==> src/rtl/vt52_reply_tx.sv <==
// Host-bound byte transmitter: merges keyboard bytes with the VT52 identify reply (ESC / ID_BYTE)
// onto a single valid/ready stream, keeping each reply atomic.
module vt52_reply_tx #(
    parameter logic [7:0] ID_BYTE = 8'h4B
) (
    input  logic       clk,
    input  logic       reset,
    input  logic [7:0] kbd_data,
    input  logic       kbd_valid,
    output logic       kbd_ready,
    input  logic       ident_req,
    output logic [7:0] uart_in_data,
    output logic       uart_in_valid,
    input  logic       uart_in_ready,
    output logic       busy
);

    typedef enum logic [2:0] {
        StIdle,
        StKbd,
        StRepEsc,
        StRepSlash,
        StRepId
    } state_e;

    state_e     state_q, state_d;
    logic       pending_q, pending_d;
    logic [7:0] data_q, data_d;

    always_ff @(posedge clk or posedge reset) begin
        if (reset) begin
            state_q   <= StIdle;
            pending_q <= 1'b0;
            data_q    <= 8'h00;
        end else begin
            state_q   <= state_d;
            pending_q <= pending_d;
            data_q    <= data_d;
        end
    end

    always_comb begin
        state_d   = state_q;
        data_d    = data_q;
        // Requests arriving while one is already pending collapse into it.
        pending_d = pending_q | ident_req;
        unique case (state_q)
            StIdle: begin
                if (pending_q) begin
                    data_d    = 8'h1B;
                    state_d   = StRepEsc;
                    pending_d = ident_req;
                end else if (kbd_valid) begin
                    data_d  = kbd_data;
                    state_d = StKbd;
                end
            end
            StKbd: begin
                if (uart_in_ready) begin
                    state_d = StIdle;
                end
            end
            StRepEsc: begin
                if (uart_in_ready) begin
                    data_d  = 8'h2F;
                    state_d = StRepSlash;
                end
            end
            StRepSlash: begin
                if (uart_in_ready) begin
                    data_d  = ID_BYTE;
                    state_d = StRepId;
                end
            end
            StRepId: begin
                if (uart_in_ready) begin
                    state_d = StIdle;
                end
            end
            default: state_d = StIdle;
        endcase
    end

    // Outputs depend on registered state only, so reset clears them asynchronously.
    assign kbd_ready     = (state_q == StIdle) && !pending_q && !reset;
    assign uart_in_valid = (state_q != StIdle);
    assign uart_in_data  = data_q;
    assign busy          = (state_q != StIdle) || pending_q;

endmodule

==> config.mk <==
export PLATFORM = sky130hd
export DESIGN_NAME = vt52_reply_tx
export DESIGN_NICKNAME = d
export VERILOG_FILES = /design/src/rtl/vt52_reply_tx.sv
export SDC_FILE = /design/constraint.sdc
export NUM_CORES = 1
export LEC_CHECK = 0
export ABC_AREA = 1
export CAP_MARGIN = 5
export CORE_AREA = 2 2 48 50
export DETAILED_ROUTE_END_ITERATION = 7
export DIE_AREA = 0 0 50 52
export DONT_BUFFER_PORTS = 1
export GPL_TIMING_DRIVEN = 1
export PLACE_DENSITY = 0.52
export REMOVE_ABC_BUFFERS = 1
export SLEW_MARGIN = 20
export SYNTH_ARGS = -nofsm -noshare
export SYNTH_HDL_FRONTEND = slang
export SYNTH_SLANG_ARGS = --single-unit
==> constraint.sdc <==
create_clock -name clk -period 1.55 [get_ports clk]
set_clock_uncertainty 0.05 [all_clocks]
set_input_delay 0.0775 -clock clk [delete_from_list [all_inputs] [get_ports clk]]
set_output_delay 0.0775 -clock clk [all_outputs]
set_load 0.05 [all_outputs]
* After elaboration in Yosys (flattened, before gate mapping)
Cells that the tools add are included.
** Operators by class
- Equality and inequality tests :: 8
- Bitwise operators :: 1
- Multiplexer cells :: 13
- Reduce and logical (&&, ||, !) cells :: 11
** Operators with widths (number)
- 8-bit two-way mux :: 4
- 8-bit one-hot mux with 3 select lines :: 1
- 3-bit two-way mux :: 5
- 3-bit one-hot mux with 4 select lines :: 1
- 4-bit AND reduction :: 2
- 3-bit by 2-bit equality test with 1-bit output (second input constant) :: 2
- 3-bit nonzero test :: 2
- 2-bit inequality test (second input constant) :: 2
- 3-bit by 1-bit equality test with 1-bit output (second input constant) :: 1
- 3-bit equality test (second input constant) :: 1
- 3-bit logical NOT :: 1
- 3-bit inequality test (second input constant) :: 1
- 1-bit logical AND :: 2
- 1-bit logical NOT :: 2
- 1-bit two-way mux :: 2
- 2-bit by 1-bit inequality test with 1-bit output (second input constant) :: 1
- 2-bit OR reduction :: 1
- 1-bit logical OR :: 1
- 1-bit OR :: 1
** Word-level totals
- Register bits :: 12
- Word-level logic and storage cells :: 36
- Output and inout bits :: 11

* Logic depth before layout (Yosys ltp)
Gate-level depths: netlist of the first run.
- Word-level depth :: 4
- Gate-level depth with buffers :: 7
- Depth with buffers taken out :: 7

* Least setup slack after synthesis of the first run
Ideal clock, no wire load.
- Path type :: reg-to-output
- Start point :: register state_q[0]
- End point :: output port kbd_ready
- Cell stages (with the launch flop) :: 6
- Path buffers :: 0
- Arrival :: 1939 ps
- Data required time :: 1422 ps
- Path slack :: -517 ps
- Path through :: dfrtp_1 -> nor2_2 -> nand2_4 -> inv_2 -> nand2_1 -> nor2_1
** On the way
- Word-level cells in the longest chain between the ends :: 3
** Ends and longest elaborated chain
- start, declared :: RTL line 26 : state_e state_q, state_d;
- start signal, assigned :: RTL line 32 : state_q <= StIdle;
- start signal, assigned :: RTL line 36 : state_q <= state_d;
- 3-bit logical NOT :: RTL line 85 : assign kbd_ready = (state_q == StIdle) && !pending_q && !reset;
- 1-bit logical AND (2 in series) :: RTL line 85
- end, declared :: RTL line 10 : output logic kbd_ready,
No other way between the ends.

* Worst setup path after layout of the first run
- Start point :: register state_q[1]
- End point :: output port kbd_ready
The elaborated chain is that of the path after synthesis.

==> key figures, run 1 <==
Global route
  – Antenna violations before repair: 0
  – Vias in the first global route: 585
  – Largest net degree at the start of global routing: 13
  – Global-route wire length before repair: 2.67 mm
  – Grt ovf: 0
  – Global router's overall resource usage: 13.9%

Power and ir drop
  – Net Sw Frac: 54.7%
  – Leakage: 0.477 nW
  – Switching power: 1.29 mW
  – Power Total: 2.35 mW
  – P_int: 1.07 mW
  – Power share of the clock group: 10.7%
  – Peak supply drop: 1380 uV
  – Sequential fraction of design power: 40.0%
  – Power density over cell area: 2550 nW/um^2
  – Power share of the combinational group: 49.3%

Finish
  – Layout Utilization: 43.8%
  – Fillers: 212
  – Commonest non-fill, non-tap cell in the layout: nand2_1
  – Multi-input logic area: 355 sq um
  – Number of diodes: 0
  – Nets@finish: 124
  – Most frequent cells in the layout: nand2_1, nand3_1, dfrtp_1, dlygate4sd3_1, buf_4
  – Layout Cell Area excl Fill: 922 sq um
  – Layout cells sized above 1: 25.5%
  – Register Area: 303 sq um
  – Final non-filler cell total: 138
  – Layout area overhead: 33.3%

Logic synthesis
  – Synthesized instance count: 90
  – Main combinational cell family by area after synthesis: simple AND/OR/NAND/NOR gates
  – Yosys warning count: 0
  – Post-synthesis cell area: 692 sq um
  – Synthesis-stage register bit count: 12
  – Compound-gate portion of the synthesized area: 5.97%
  – Post-synthesis xor/xnor area fraction: 0%
  – Mux cell area share after synthesis: 0%
  – Syn avg cell area: 7.69 sq um
  – Post-synthesis sequential area ratio: 43.4%
  – Synth Area in Adders: 0%
  – Number of distinct library cells after synthesis: 17
  – Simple-gate portion of the synthesized area: 43.9%

Floorplan
  – I/O Pins: 24
  – Die area: 2600 sq um
  – Starting Density: 32.9%
  – Die X: 50 um
  – Core area: 2110 sq um
  – Die span in y: 52 um
  – Rows: 17

Detailed routing
  – Average wire per standard cell: 12.2 um
  – Detailed-route via count: 663
  – DRT iter0 DRCs: 10
  – Drt pass-1 iters: 4
  – DRT Wirelength: 1.68 mm
  – DRC Markers: 0
  – Vias/cell: 4.80
  – ANT nets after route: 0

CTS
  – CTS buffer count: 3
  – CTS tree: done
  – Clk root buf: clkbuf_4
  – Clk buf depth: 2
  – Worst-Skew Late Latency: 0.28 ns
  – # clock sinks: 12
  – Clk pin slew, worst setup/hold paths: 0.08 ns
  – CTS H-tree depth: 1

Setup path
  – CP max-delay cell: dfrtp_2
  – Reg-to-Reg Start: state_q[1]
  – Worst setup EP type: output port
  – Buffers & Inverters on Critical Path: 2
  – Crit. Startpoint: state_q[1]
  – Cell Chain, Critical Path: nor2_4 > nand2_4 > inv_4 > nand2_2 > nor2_2 > buf_6
  – CP startpoint kind: flip-flop
  – Worst Path Arrival: 1.37 ns
  – CP max FO: 5
  – Required time worst endpoint: 1.42 ns
  – CP peak stage delay: 0.47 ns
  – Crit-path leading delay family: flip-flops
  – Critical path class: flip-flop to output port

Hold path
  – HP Class: input port to flip-flop
  – Hold path start: kbd_data[2]

Placed design
  – Pre-CTS WS: 0.210 ns
  – Dpl cells: 119
  – Placed Area: 729 sq um
  – Number of I/O port buffers: 0
  – Gp weighted congestion: 0.816
  – Post-DP HPWL: 1.14 mm

Timing
  – Final Setup Violations: 0
  – Min Tclk post-route: 1.49 ns
  – Achievable Freq: 669 MHz
  – Max Transition Viols Final: 0
  – Fin. Hold Viols: 0
  – Worst-Margin Slew: 0.480 ns
  – Setup ws final: 0.0553 ns
  – Hold Slack: 0.00763 ns
  – Slew headroom: 68.0%
  – Fin crit share: 96.4%
  – Fin Setup TNS: 0 ns

Status
  – Status: completed

Run
  – Max-capacitance violation count: 0
synth_stat cells:
cell type,instances,share of area [%]
nand2_1,34,18
o21ai_0,1,0.72
o21bai_1,1,1.1
nor2_1,7,3.8
nor2_4,1,1.6
inv_2,2,1.1
a21o_1,1,1.1
o21ai_4,1,2.4
nand4_1,1,0.90
dfrtp_1,12,43
buf_2,1,0.72
nand3_1,15,11
inv_1,5,2.7
nand2_4,4,6.5
buf_8,1,2.2
nor2_2,2,1.8
a21oi_1,1,0.72
timing repair:
item                       in CTS  in global routing
pin swaps                       0                  3
setup buffers                   1                  5
hold endpoints to repair       21                  0
setup endpoints to repair       1                  2
hold buffers                    9                  0
resized for setup               4                  5
worst min-delay path: stages:
cell,delay (ns)
nand3_1,0.06
nand2_1,0.05
nand3_1,0.06
nand2_1,0.05
metal layers:
metal  GRT usage [%]  up-vias  routed length [um]
met4            4.17        0                  12
met3            6.90        2                  81
met2            23.7       19                 849
met1            15.0      315                 733
met5               0        -                   0
li1                -      327                   -
registers in the layout, indices dropped and copies added (netlist names):
signal and cells:
uart_in_data 8, pending_q 1, state_q 3
cell type report:
type,count,share of cell area [%]
clock buffers,4,3.93
inverters,7,3.39
multi-input cells,69,38.5
flip-flops and latches,12,32.8
well taps,28,3.80
repair buffers,18,17.5
power by group through the flow:
stage	sequential (mW)	clock (mW)	combinational, mW
2_1_floorplan	0.903	0	0.790
3_5_place_dp	0.946	0	0.950
6_report	0.942	0.251	1.16
5_1_grt	0.962	0.267	1.28
4_1_cts	0.942	0.257	1.01
3_3_place_gp	0.941	0	0.941
worst paths after layout:
kind / depth (start not counted) / to / slack [ns]
hold reg to reg: 2 / state_q[2] / 0.55
setup reg to reg: 7 / uart_in_data[5] / 0.16
min in group asynchronous: 2 / pending_q / 0.19
max in group asynchronous: 2 / state_q[0] / 0.92
hold / removal: 4 / uart_in_data[2] / 0.008
setup / recovery: 6 / kbd_ready / 0.06
kinds of logic (layout without fill, tap and decap cells):
family | Yosys count | after routing
AO/OA/AOI/OAI | 5 | 5
buffers and inverters | 9 | 29
AND/OR/NAND/NOR | 64 | 64
flip-flops | 12 | 12
Power figures use the tool's default switching activity.
==> run 2, diff against run 1 <==
--- a/config.mk
+++ b/config.mk
@@ -11,7 +11,6 @@
 export DETAILED_ROUTE_END_ITERATION = 7
 export DIE_AREA = 0 0 50 52
 export DONT_BUFFER_PORTS = 1
-export GPL_TIMING_DRIVEN = 1
 export PLACE_DENSITY = 0.52
 export REMOVE_ABC_BUFFERS = 1
 export SLEW_MARGIN = 20
==> constraint.sdc (replaced) <==
create_clock -name clk -period 1.9 [get_ports clk]
set_clock_uncertainty 0.05 [all_clocks]
set_input_delay 0.095 -clock clk [delete_from_list [all_inputs] [get_ports clk]]
set_output_delay 0.095 -clock clk [all_outputs]
set_load 0.05 [all_outputs]
==> run 2 against run 1 <==
Net effect:
- die area did not move
- critical path depth did not move
- setup slack improved by 0.11 ns
- clock power fell by 20%
- cell area fell by 15%
- hold slack barely moved
- power fell by 27%
- via count fell by 11%
- clock-buffer cell count did not move
- core utilization fell by 6.4 points
- register-to-register slack improved by 0.32 ns
- largest cell class unchanged
==> key figures, run 2 (same netlist as run 1, synthesis figures left out) <==
Global route
  – Largest net degree at the start of global routing: 13
  – Global router's overall resource usage: 14.3%
  – Vias in the first global route: 616
  – Antenna violations before repair: 0
  – Global-route wire length before repair: 2.72 mm
  – Grt ovf: 0

CTS
  – Worst-Skew Late Latency: 0.27 ns
  – Clk root buf: clkbuf_4
  – Clk buf depth: 2
  – Hold Buf Count CTS: 3
  – # clock sinks: 12
  – Setup Fix Bufs, Post-CTS: 0
  – CTS H-tree depth: 1
  – # resized after CTS: 0
  – Clk pin slew, worst setup/hold paths: 0.08 ns
  – CTS tree: done
  – CTS buffer count: 3

Power and ir drop
  – Power density over cell area: 2190 nW/um^2
  – Peak supply drop: 1050 uV
  – Power share of the combinational group: 44.4%
  – Sequential fraction of design power: 43.9%
  – Net Sw Frac: 57.5%
  – P_int: 0.732 mW
  – Leakage: 0.420 nW
  – Switching power: 0.991 mW
  – Power share of the clock group: 11.7%

Floorplan
  – I/O Pins: 24
  – Rows: 17
  – Core area: 2110 sq um
  – Die area: 2600 sq um
  – Die X: 50 um
  – Starting Density: 32.9%
  – Die span in y: 52 um

Detailed routing
  – Length of routed wiring on met1: 694 um
  – Detailed-route via count: 590
  – DRT Wirelength: 1.52 mm
  – DR WL met2: 686 um
  – ANT nets after route: 0
  – Drt pass-1 iters: 4
  – Vias/cell: 4.72
  – Average wire per standard cell: 12.2 um
  – DRC Markers: 0
  – Met3 routed WL: 127 um
  – DR top layer: met4
  – DRT iter0 DRCs: 19

Timing
  – Slew headroom: 68.2%
  – Min Tclk post-route: 1.74 ns
  – RSZ-0062 raised after global routing: no
  – Achievable Freq: 575 MHz
  – Hold Slack: 0.00733 ns
  – Worst-Margin Slew: 0.477 ns
  – Final Setup Violations: 0
  – Fin. Hold Viols: 0
  – Max Transition Viols Final: 0
  – Fin crit share: 91.5%

Setup path
  – CP startpoint kind: flip-flop
  – Worst Path Arrival: 1.59 ns
  – R2R cell count: 7
  – Reg-to-Reg Start: state_q[0]
  – Worst Setup EP: kbd_ready
  – Worst setup EP type: output port
  – Critical path class: flip-flop to output port
  – Reg-to-reg endpoint: uart_in_data[6]
  – CP max FO: 6
  – Required time worst endpoint: 1.75 ns
  – Crit. Startpoint: state_q[0]
  – R2R Setup Slk: 0.48 ns

Status
  – Status: completed

Finish
  – Layout cells sized above 1: 16.5%
  – Most frequent cells in the layout: nand2_1, nand3_1, dfrtp_1, nor2_1, inv_1
  – Final non-filler cell total: 125
  – Layout area overhead: 13.9%
  – Number of diodes: 0
  – Commonest non-fill, non-tap cell in the layout: nand2_1
  – Layout Utilization: 37.4%
  – Fillers: 227
  – Number of flip-flops in the largest register: 8
  – Nets@finish: 111

Placed design
  – Post-DP HPWL: 1.14 mm
  – Number of I/O port buffers: 0
  – Gp weighted congestion: 0.835
  – Dpl cells: 118

Hold path
  – HP Class: input port to flip-flop

Run
  – Max-capacitance violation count: 0
==> run 2: changes by cell type in the layout (fill, tap and decap cells not counted), moves of 2 or more <==
cell           previous run  this run
dfrtp_2                   2         0
dlygate4sd3_1             9         3
dfrtp_1                  10        12
inv_4                     2         0
buf_4                     8         2
==> run 2: power by group through the flow <==
stage                     Sequential (mW)  Clock (mW)  Combinational (mW)
after floorplan                     0.737           0               0.644
after global placement              0.760           0               0.760
after detailed placement            0.765           0               0.770
after CTS                           0.760       0.212               0.777
after global routing                0.777       0.229               0.873
final                               0.756       0.202               0.766
==> run 2: stage by stage <==
step	worst slack [ns]	total power, mW	setup TNS [ns]	area, sq um
final	0.162	1.72	0	788
after global routing	0.0686	1.88	0	788
after CTS	0.180	1.75	0	788
after detailed placement	0.494	1.54	0	722
after global placement	0.524	1.52	0	722
after floorplan	-0.184	1.38	-0.184	672
==> run 2: area by class of cell <==
| type | count | area [sq um] | area share [%] |
|---|---|---|---|
| Multi-Input combinational cell | 69 | 345 | 43.8 |
| Clock buffer | 4 | 36.3 | 4.60 |
| Tap cell | 28 | 35.0 | 4.44 |
| Inverter | 7 | 26.3 | 3.33 |
| Sequential cell | 12 | 300 | 38.1 |
| Timing Repair Buffer | 5 | 45.0 | 5.71 |
==> run 2: worst min path at each step <==
stage	from	to	slack [ns]	cells past startpoint
floorplan	reset	pending_q	-0.09	1
global placement	reset	pending_q	-0.02	1
detailed placement	reset	pending_q	-0.01	1
CTS	kbd_data[0]	uart_in_data[0]	0.003	4
global route	kbd_data[3]	uart_in_data[3]	0.02	4
finish	kbd_data[0]	uart_in_data[0]	0.007	4
==> run 2: metal layers <==
layer,track usage [%],up-vias
li1,-,303
met2,22.6,18
met1,17.1,267
met5,0,-
met4,4.17,0
met3,6.90,2
==> run 2: critical path: stages, from the launching register on <==
cell and delay, ns:
dfrtp_1 0.44, nor2_2 0.19, nand2_4 0.17, inv_2 0.13, nand2_1 0.08, nor2_1 0.10, buf_4 0.20
